**config.mk**
```make
export PLATFORM = sky130hd
export DESIGN_NAME = adder_op_issuer
export DESIGN_NICKNAME = d
export VERILOG_FILES = /design/src/rtl/adder_op_issuer.sv
export SDC_FILE = /design/constraint.sdc
export NUM_CORES = 1
export LEC_CHECK = 0
export ABC_CLOCK_PERIOD_IN_PS = 2230
export BUFFER_PORTS_ARGS = -buffer_cell sky130_fd_sc_hd__buf_4
export CAP_MARGIN = 20
export CORE_UTILIZATION = 51
export DETAILED_ROUTE_END_ITERATION = 10
export GPL_TIMING_DRIVEN = 0
export PLACE_DENSITY_LB_ADDON = 0.12
export SETUP_SLACK_MARGIN = 0.05
export SLEW_MARGIN = 20
export SYNTH_ARGS = -nofsm -noshare
export SYNTH_HDL_FRONTEND = slang
export SYNTH_SLANG_ARGS = --single-unit
```
**constraint.sdc**
```tcl
create_clock -name clk -period 2.23 [get_ports clk]
set_clock_uncertainty 0.15 [all_clocks]
set_input_delay 0.3345 -clock clk [delete_from_list [all_inputs] [get_ports clk]]
set_output_delay 0.3345 -clock clk [all_outputs]
set_load 0.005 [all_outputs]
```
**src/rtl/adder_op_issuer.sv**
```systemverilog
// Operand issuer for the 8-bit sample/done adder stage. Operand pairs are buffered in a
// small FIFO and issued one at a time. The sum is returned on a valid/ready port, and a
// timeout guards against a hung adder.
module adder_op_issuer #(
    parameter int DEPTH   = 4,
    parameter int TIMEOUT = 8
) (
    input  logic                       clk,
    input  logic                       rst_n,
    input  logic                       in_valid,
    output logic                       in_ready,
    input  logic [7:0]                 in_a,
    input  logic [7:0]                 in_b,
    output logic                       sample,
    output logic [7:0]                 a,
    output logic [7:0]                 b,
    input  logic                       done,
    input  logic [8:0]                 c,
    output logic                       res_valid,
    input  logic                       res_ready,
    output logic [8:0]                 res_sum,
    output logic                       err_timeout,
    input  logic                       err_clr,
    output logic [$clog2(DEPTH):0]     fifo_count
);

    localparam int PW = $clog2(DEPTH);
    localparam int CW = PW + 1;
    localparam int TW = $clog2(TIMEOUT + 1);
    localparam logic [CW-1:0] FULL_C    = CW'(DEPTH);
    localparam logic [TW-1:0] TIMEOUT_C = TW'(TIMEOUT);

    typedef enum logic [1:0] {
        ST_IDLE  = 2'd0,
        ST_ISSUE = 2'd1,
        ST_WAIT  = 2'd2,
        ST_HOLD  = 2'd3
    } state_t;

    state_t          state_q, state_d;
    logic [PW-1:0]   wptr_q, wptr_d;
    logic [PW-1:0]   rptr_q, rptr_d;
    logic [CW-1:0]   count_q, count_d;
    logic            sample_q, sample_d;
    logic [7:0]      a_q, a_d;
    logic [7:0]      b_q, b_d;
    logic            res_valid_q, res_valid_d;
    logic [8:0]      res_sum_q, res_sum_d;
    logic            err_q, err_d;
    logic [TW-1:0]   cnt_q, cnt_d;
    logic [15:0]     mem_q [DEPTH];

    logic            push_s;
    logic            pop_s;
    logic            timeout_s;

    // Next-state, issue control and FIFO bookkeeping.
    always_comb begin
        state_d     = state_q;
        sample_d    = sample_q;
        a_d         = a_q;
        b_d         = b_q;
        res_valid_d = res_valid_q;
        res_sum_d   = res_sum_q;
        cnt_d       = cnt_q;
        pop_s       = 1'b0;
        timeout_s   = 1'b0;
        push_s      = in_valid && (count_q != FULL_C);

        case (state_q)
            ST_IDLE: begin
                // done is deliberately not looked at here; it may be X from an unreset adder
                if ((count_q != {CW{1'b0}}) && !res_valid_q) begin
                    pop_s    = 1'b1;
                    a_d      = mem_q[rptr_q][15:8];
                    b_d      = mem_q[rptr_q][7:0];
                    sample_d = 1'b1;
                    state_d  = ST_ISSUE;
                end else begin
                    state_d = ST_IDLE;
                end
            end
            ST_ISSUE: begin
                sample_d = 1'b0;
                cnt_d    = TW'(1);
                state_d  = ST_WAIT;
            end
            ST_WAIT: begin
                // the first WAIT edge is when the adder raises done, so it is skipped
                if ((cnt_q >= TW'(2)) && done) begin
                    res_sum_d   = c;
                    res_valid_d = 1'b1;
                    state_d     = ST_HOLD;
                end else if (cnt_q == TIMEOUT_C) begin
                    timeout_s = 1'b1;
                    cnt_d     = {TW{1'b0}};
                    state_d   = ST_IDLE;
                end else begin
                    cnt_d = cnt_q + TW'(1);
                end
            end
            ST_HOLD: begin
                if (res_ready) begin
                    res_valid_d = 1'b0;
                    state_d     = ST_IDLE;
                end else begin
                    state_d = ST_HOLD;
                end
            end
            default: begin
                sample_d = 1'b0;
                state_d  = ST_IDLE;
            end
        endcase

        if (timeout_s) begin
            err_d = 1'b1;
        end else if (err_clr) begin
            err_d = 1'b0;
        end else begin
            err_d = err_q;
        end

        wptr_d = push_s ? (wptr_q + PW'(1)) : wptr_q;
        rptr_d = pop_s  ? (rptr_q + PW'(1)) : rptr_q;

        case ({push_s, pop_s})
            2'b10:   count_d = count_q + CW'(1);
            2'b01:   count_d = count_q - CW'(1);
            default: count_d = count_q;
        endcase
    end

    // Control and output registers.
    always_ff @(posedge clk or negedge rst_n) begin
        if (!rst_n) begin
            state_q     <= ST_IDLE;
            wptr_q      <= {PW{1'b0}};
            rptr_q      <= {PW{1'b0}};
            count_q     <= {CW{1'b0}};
            sample_q    <= 1'b0;
            a_q         <= 8'h00;
            b_q         <= 8'h00;
            res_valid_q <= 1'b0;
            res_sum_q   <= 9'h000;
            err_q       <= 1'b0;
            cnt_q       <= {TW{1'b0}};
        end else begin
            state_q     <= state_d;
            wptr_q      <= wptr_d;
            rptr_q      <= rptr_d;
            count_q     <= count_d;
            sample_q    <= sample_d;
            a_q         <= a_d;
            b_q         <= b_d;
            res_valid_q <= res_valid_d;
            res_sum_q   <= res_sum_d;
            err_q       <= err_d;
            cnt_q       <= cnt_d;
        end
    end

    // Operand storage; entries are only read after being written, so no reset is needed.
    always_ff @(posedge clk) begin
        if (push_s) begin
            mem_q[wptr_q] <= {in_a, in_b};
        end
    end

    assign in_ready    = (count_q != FULL_C);
    assign sample      = sample_q;
    assign a           = a_q;
    assign b           = b_q;
    assign res_valid   = res_valid_q;
    assign res_sum     = res_sum_q;
    assign err_timeout = err_q;
    assign fifo_count  = count_q;

endmodule

```
==> metrics.yaml <==
setup_path:
  cp_max_fo: 3
  required_ps: 2320
  critPathKind: "flip-flop to flip-flop"
  worstSetupStartpointType: "flip-flop"
  cp.arrival_ps: 2240
  cp-end-kind: "flip-flop"
drt:
  routed-via-count: 2223
  vias_per_cell: 5.36
  finalWirelength_mm: 7.18
  firstDrtPassIters: 6
  drc_errors: 0
  drt-initial-drc-count: 91
  postRouteAntennaNets: 0
  avgRoutedWirePerCell_um: 17.3
pwr:
  peakVddDrop_mv: 0.713
  power_mw: 6.79
  p_leak_nw: 2.03
  p_per_area_mw_per_mm2: 1330
cells_and_area:
  drive_gt1_share_pct: 47.0
  final_nets: 348
  postLayoutCellArea_mm2: 0.00511
  fill_cells: 560
  n_antenna_cell: 0
  syn_to_final_growth_pct: 23.1
  final_core_util_pct: 65.4
  instances_no_fill: 415
placed_design:
  dpl.cell_count: 387
  dpl_cell_area_mm2: 0.00475
  pre_cts_slack_ps: -139
  portBuffers: 62
  gp_congestion: 0.735
  place_hpwl_mm: 4.60
logic_synthesis:
  yosys.area.top_type_share_pct: 46.3
  ys_warn_count: 0
  synth_area_per_cell_um2: 18.6
  ys.flop_type: "edfxtp_1"
  synth.net_count: 263
  yosys.area.top_type: "edfxtp_1"
  yosys-top-cells-area: "edfxtp_1, dfrtp_1, mux4_2"
  yosysUniqueCellTypes: 32
  ys_ff_latch: 105
  synthCells: 223
  synthArstFlopShare_pct: 39.0
  syn_area_mm2: 0.00415
  synth_edf_count: 64
  yosysSeqAreaShare_pct: 71.0
floorplan:
  die_x_um: 92.2
  ios: 63
  fp.dieH_um: 92.2
  design.die.area_mm2: 0.00850
  rows: 32
  core_mm2: 0.00781
  start_util_pct: 53.1
timing:
  finalHoldViolCount: 0
  final.setup.tns_ps: 0
  holdWs_ps: 27.4
  worst_pin_slew_ps: 895
  fmax_ghz: 0.466
  rsz0062_at_grt: "yes"
  setup_slack_ps: 85.7
  finalSetupViolations: 0
  finalMaxSlewViolations: 0
  relSlewSlack_pct: 40.4
  final.period_utilization_pct: 96.2
  fin_crit_ps: 2140
clock_tree:
  cts_buffer_depth: 2
  insertion_delay_ps: 350
  cts_buffers: 9
  htree_levels: 3
  clock-sinks: 105
  cts_root_buf: "clkbuf_8"
  cts_tree: "yes"
  clkSlewWorstSetupHoldPaths_ps: 90
worst_hold_path:
  min_path_type: "input port to flip-flop"
grt:
  overflow: 0
  grt_pass1_vias: 2332
  antenna_found_initial: 0
  grt_max_degree: 42
  grt_pass1_wl_mm: 11.6
  track_usage_pct: 18.7
flow_run:
  maxCapViolCount: 0
outcome:
  outcome: "finished, final reports clean"
-- power breakdown --
group | total, mW | switching, mW | internal (mW)
logic | 2.50 | 1.07 | 1.43
registers | 3.01 | 0.301 | 2.71
clock network | 1.27 | 0.610 | 0.664
-- Yosys cell counts (all sizes together) (2+ instances only) --
cell / instances
clkbuf: 3
xnor2: 3
dfrtp: 41
mux4: 16
nand2: 3
a211o: 2
ha: 8
a22o: 2
o21ai: 4
a21oi: 2
nor3: 4
a32o: 3
and3: 5
nand2b: 2
mux2: 27
edfxtp: 64
nand3: 4
buf: 5
inv: 7
xor2: 3
nor2: 3
and3b: 2
nor2b: 3
-- metal layers --
metal	wire, um	global-route usage, %	share of wire (%)	up-vias
li1	-	-	-	1025
met1	3110	23.4	43	1145
met2	3720	31.9	52	43
met3	217	3.23	3.0	10
met4	125	8.59	1.7	0
met5	0	0	0	-
-- final timing paths --
kind / startpoint / end / slack [ps] / cells after the start
max: fifo_count[1] / fifo_count[1] / 90 / 6
min reg2reg: b[0] / b[0] / 370 / 1
max reg2reg: fifo_count[1] / fifo_count[1] / 90 / 6
min: in_b[3] / mem_q[2][3] / 30 / 1
min in group asynchronous: rst_n / b[3] / 360 / 2
max in group asynchronous: rst_n / fifo_count[0] / 1160 / 2
-- cell usage in the layout (no fill, tap or decap), types with 2 or more instances in the layout --
cell           instances
nand3_1                4
dfrtp_1               38
dfrtp_2                3
nand2b_1               2
nor2_1                 2
nor3_1                 2
and3b_1                2
edfxtp_1              64
bufinv_16              2
a32o_1                 3
a21oi_1                2
inv_1                  6
nor2b_1                2
o21ai_0                4
xor2_1                 3
clkbuf_8              10
mux4_2                16
and3_1                 5
dlygate4sd3_1          2
clkbuf_1               4
buf_4                 72
a22o_1                 2
ha_1                   7
clkinv_2               2
a211o_1                2
xnor2_1                3
mux2_2                27
buf_2                  3
nand2_1                3
-- worst max-delay path: stages, from the launching register on --
cell,delay (ps)
dfrtp_2,450
or3b_4,400
and2_4,170
inv_2,60
ha_4,130
fa_1,410
mux2_2,270
-- flip-flops by register name (all words and copies together) (netlist names), 2 cells and up --
name,flops
wptr_q,2
res_sum,9
rptr_q,2
b,8
cnt_q,4
a,8
state_q,2
mem_q,64
fifo_count,3
-- layout make-up --
type	instances	area, um2	area share, %
buffer	8	45.0	0.882
tap	102	128	2.50
clock buffer	11	141	2.77
sequential	105	2950	57.8
multi-input combinational	103	1180	23.0
timing repair buffer	74	561	11.0
clock inverter	5	78.8	1.54
inverter	7	26.3	0.514
-- repair_timing --
item | CTS | global route
setup endpoints to repair | 2 | 20
hold buffers | 2 | 0
setup buffers | 6 | 4
pin swaps | 4 | 4
endpoints found under the hold margin | 42 | 0
gates resized for setup | 10 | 2
-- cells by family (layout without fill, tap and decap cells) --
family	Yosys count	count (layout)	share of synthesized area, %
simple gates	29	29	4.01
flops	105	105	71.0
compound gates	16	16	3.29
buf+inv	15	105	1.48
xor+xnor	6	6	1.27
mux	43	43	16.0
fa+ha+maj	9	9	2.90
No activity file was read; power rests on OpenSTA's default activity.
